$ cat src/rtl/uart_tx_frame.sv
// UART frame serializer: start bit, LSB-first data, optional parity, stop bit.
// CLK runs at the baud rate, so every line bit lasts one cycle.
//
// state  | meaning
// -------+-----------------------------------------------
// IDLE   | line held at 1, waiting for DATA_VALID
// START  | start bit (0) on the line
// DATA   | data bit r_cnt on the line
// PARITY | parity bit on the line
// STOP   | stop bit (1) on the line, new byte may be taken
module uart_tx_frame #(
  parameter int DATA_WIDTH = 8
) (
  input  logic                  CLK,
  input  logic                  RST,
  input  logic [DATA_WIDTH-1:0] P_DATA,
  input  logic                  DATA_VALID,
  input  logic                  PAR_EN,
  input  logic                  PAR_TYP,
  output logic                  TX_OUT,
  output logic                  BUSY
);

  localparam int CW = $clog2(DATA_WIDTH);
  localparam logic [CW-1:0] LAST = CW'(DATA_WIDTH - 1);

  localparam logic [2:0] IDLE   = 3'd0;
  localparam logic [2:0] START  = 3'd1;
  localparam logic [2:0] DATA   = 3'd2;
  localparam logic [2:0] PARITY = 3'd3;
  localparam logic [2:0] STOP   = 3'd4;

  logic [2:0]            r_state;
  logic [DATA_WIDTH-1:0] r_data;
  logic [CW-1:0]         r_cnt;
  logic                  r_par_en;
  logic                  r_par_typ;
  logic                  r_tx;
  logic                  r_busy;

  logic [CW-1:0]         w_cnt_nxt;
  logic                  w_par_bit;

  assign w_cnt_nxt = r_cnt + CW'(1);
  // Even parity is the plain XOR of the latched byte; odd parity inverts it.
  assign w_par_bit = (^r_data) ^ r_par_typ;

  always_ff @(posedge CLK or negedge RST) begin
    if (!RST) begin
      r_state   <= IDLE;
      r_data    <= '0;
      r_cnt     <= '0;
      r_par_en  <= 1'b0;
      r_par_typ <= 1'b0;
      r_tx      <= 1'b1;
      r_busy    <= 1'b0;
    end else begin
      case (r_state)
        IDLE: begin
          if (DATA_VALID) begin
            r_data    <= P_DATA;
            r_par_en  <= PAR_EN;
            r_par_typ <= PAR_TYP;
            r_state   <= START;
            r_tx      <= 1'b0;
            r_busy    <= 1'b1;
          end else begin
            r_tx   <= 1'b1;
            r_busy <= 1'b0;
          end
        end
        START: begin
          r_state <= DATA;
          r_cnt   <= '0;
          r_tx    <= r_data[0];
        end
        DATA: begin
          if (r_cnt == LAST) begin
            if (r_par_en) begin
              r_state <= PARITY;
              r_tx    <= w_par_bit;
            end else begin
              r_state <= STOP;
              r_tx    <= 1'b1;
            end
          end else begin
            r_cnt <= w_cnt_nxt;
            r_tx  <= r_data[w_cnt_nxt];
          end
        end
        PARITY: begin
          r_state <= STOP;
          r_tx    <= 1'b1;
        end
        STOP: begin
          // Back-to-back: the next start bit follows the stop bit directly.
          if (DATA_VALID) begin
            r_data    <= P_DATA;
            r_par_en  <= PAR_EN;
            r_par_typ <= PAR_TYP;
            r_state   <= START;
            r_tx      <= 1'b0;
            r_busy    <= 1'b1;
          end else begin
            r_state <= IDLE;
            r_tx    <= 1'b1;
            r_busy  <= 1'b0;
          end
        end
        default: begin
          r_state <= IDLE;
          r_tx    <= 1'b1;
          r_busy  <= 1'b0;
        end
      endcase
    end
  end

  assign TX_OUT = r_tx;
  assign BUSY   = r_busy;

endmodule

$ cat config.mk
export PLATFORM = sky130hd
export DESIGN_NAME = uart_tx_frame
export DESIGN_NICKNAME = d
export VERILOG_FILES = /design/src/rtl/uart_tx_frame.sv
export SDC_FILE = /design/constraint.sdc
export NUM_CORES = 1
export LEC_CHECK = 0
export ABC_AREA = 1
export CORE_ASPECT_RATIO = 1.5
export CORE_MARGIN = 2
export CORE_UTILIZATION = 40
export DETAILED_ROUTE_END_ITERATION = 7
export HOLD_SLACK_MARGIN = 0.02
export PLACE_DENSITY = 0.67
export SLEW_MARGIN = 20
export SYNTH_ARGS = -nofsm -noshare
export SYNTH_HDL_FRONTEND = slang
export SYNTH_SLANG_ARGS = --single-unit
$ cat constraint.sdc
create_clock -name CLK -period 3.1 [get_ports CLK]
set_clock_uncertainty 0.2 [all_clocks]
set_input_delay 0.775 -clock CLK [delete_from_list [all_inputs] [get_ports CLK]]
set_output_delay 0.775 -clock CLK [all_outputs]
set_load 0.01 [all_outputs]
==> impl_results.md <==
- Area grow syn2layout: 19.6%
- VDD IR max: 0.000547 V
- Arrival time at the worst endpoint: 1.34 ns
- Drt initial violations: 21
- Global route total overflow: 0
- Crit start category: flop
- Die Height: 64.7 microns
- Peak Freq: 431 MHz
- Worst EP required: ~2.1 ns
- P_sw: approximately 530 uW
- CP endpoint kind: output port
- R2r setup slk: 1.46 ns
- Pre-CTS WS: about 0.87 ns
- Leading cell types in the layout, fill and taps excluded: nand2_1 (35), dfrtp_1 (17), inv_1 (16)
- Hold WS: ~0.31 ns
- Pwr dens: 1060 nW/um^2
- Placer Congestion: about 0.76
- Maximum fanout along the worst path: 1
- Yosys cell types: 19
- # rows: 22
- RSZ-0062 raised after global routing: false
- Top cell type's share of synthesized area: 0.434
- Core Box Area: 2390 sq um
- Sequential power share: 0.377
- Asr flop ratio synth: 1.00
- Global-route wire length before repair: 3310 microns
- Clk root buf: clkbuf_4
- HP Class: flop to flop
- Number of buffers created by CTS: 3
- Slew margin rel.: 0.467
- DRT Pass-1 Iters: 4
- Vias per cell: around 5.0
- Crit-path slowest cell: dfstp_2
- Clk slew on worst S/H paths: ~0.11 ns
- Mapped Cells: approximately 120
- Number of fill cells in the layout: 244
- Fin nets: between 150 and 200
- Total GRT Usage: 0.151
- Routed wire length per instance: 10.5 microns
- Largest area contributor in the netlist: dfrtp_1
- Setup tns final: 0 ns
- Crit-path cells: clkdlybuf4s50_1
- CP bufs+invs: 1
- Hold buffer count at cts: 0
- DRC: 0
- Detail Placement HPWL: about 1300 microns
- Crit-path leading delay family: flip-flops
- Combinational group share of total power: 0.504
- CTS tree: yes
- Final worst slack: roughly 0.78 ns
- Status: finished, final reports clean
- Routed wire length: 1720 microns
- FF+latch count, synth: 18
- CTS H-tree lvls: 1
- Switch share: 0.430
- Worst skew pair latency: approximately 0.30 ns
- Final ANT Viol Nets: 0
- Via count: around 820
- Number of synthesized flops with an enable pin: 0
- Post-layout min period: 2.32 ns
- Leading cell type in the layout, fill and taps excluded: nand2_1
- Mean Syn Cell Area: a little over 8 sq um
- Final core utilization: 0.490
- CP max stage delay: 0.53 ns
- Vias in the first global route: ~820
- Input/output buffers: 14
- DIE WIDTH: ~44 microns
- Post CTS Setup Buffer Count: 0
- Leakage power total: around 0.58 nW
- Max Cap Viol: 0
- Tcrit/Tclk final: 0.748
- Top post-synthesis cells by area: dfrtp_1 (43%), nand2_1 (13%), mux2_2 (6.9%)
- Syn Std Cell Area: roughly 1000 sq um
- Max Transition Viols Final: 0
- Syn nets: about 140
- Synth Warn #: 0
- Starting Density: 0.410
- Clk sinks: 18
- Sequential fraction of the synthesis area: 0.460
- Post_cts resized: 0
- Die area: about 2900 sq um
- Largest net degree at the start of global routing: 19
- Clk buf depth: 2
- P_int: 707 uW
- Main synth FF type: dfrtp_1
- Share of layout cells above drive strength 1: 0.101
- N_diodes: 0
- Slew @ Worst Pin: ~0.8 ns
- Final hold viol count: 0
- Clock network fraction of design power: 0.120
- Num ports: 15
- Final count of negative-setup-slack endpoints: 0
- Antenna violations before repair: 0
- Critical path class: flop to output port
sequential cells by signal, summed over array words and instances (netlist names):
signal / cells
r_data: 8
r_cnt: 3
r_state: 3
BUSY: 1
TX_OUT: 1
r_par_en: 1
r_par_typ: 1
cells in the mapped netlist (all sizes together) (2+ instances only):
cell   instances
a21oi          7
o21ai          7
nor3           2
nor2          13
nand2         36
dfrtp         17
ha             2
nand3          8
xnor2          3
inv           16
mux2           6
kinds of logic after synthesis:
| group | after synthesis | synth area share |
|---|---|---|
| mux | 6 | 0.0689 |
| flops | 18 | 0.460 |
| compound gates | 16 | 0.0906 |
| buf+inv | 17 | 0.0753 |
| simple gates | 59 | 0.244 |
| fa+ha+maj | 2 | 0.0255 |
| xor+xnor | 4 | 0.0357 |
per-stage QoR:
step                total power [mW]  cell area (sq um)  instances
finish                          1.24               1170        163
global route                    1.39               1170        163
CTS                             1.25               1170        163
detailed placement              1.10               1140        159
global placement                1.08               1140        159
floorplan                      0.956                981        122
final cells by class:
type / count / area (sq um) / area share
multi-input cells: 87 / 455 / 0.388
clock buffers: 4 / 36.3 / 0.0309
flip-flops and latches: 18 / 452 / 0.385
repair buffers: 14 / 140 / 0.119
well taps: 24 / 30.0 / 0.0256
inverters: 16 / 60.1 / 0.0512
worst paths after layout:
kind / startpoint / cells past startpoint / to
max: TX_OUT / 1 / TX_OUT
min: r_cnt[1] / 2 / r_cnt[1]
max reg2reg: r_cnt[0] / 6 / r_state[1]
min reg2reg: r_cnt[1] / 2 / r_cnt[1]
max in group asynchronous: RST / 1 / r_cnt[1]
min in group asynchronous: RST / 1 / r_data[1]
worst register-to-register path: cells and delay by family, from the launching register on:
kind	cells	cell delay, ns
AND/OR/NAND/NOR	1	0.13
AO/OA/AOI/OAI	2	0.18
buffers and inverters	1	0.10
flip-flops	1	0.47
adder cells (fa/ha/maj)	2	0.45
layer usage:
metal,part of all wire,up-vias,global-route usage
met3,0.024,5,0.0167
met1,0.43,377,0.181
met5,0,-,0
li1,-,421,-
met4,0.023,0,0.0682
met2,0.52,12,0.259
power by group through the flow:
stage          sequential (mW)  combinational, mW  clock [mW]
3_5_place_dp             0.473              0.629           0
3_3_place_gp             0.468              0.612           0
4_1_cts                  0.468              0.634       0.149
5_1_grt                  0.492              0.740       0.160
6_report                 0.467              0.625       0.148
2_1_floorplan            0.452              0.504           0
(Power assumes the default switching activity.)
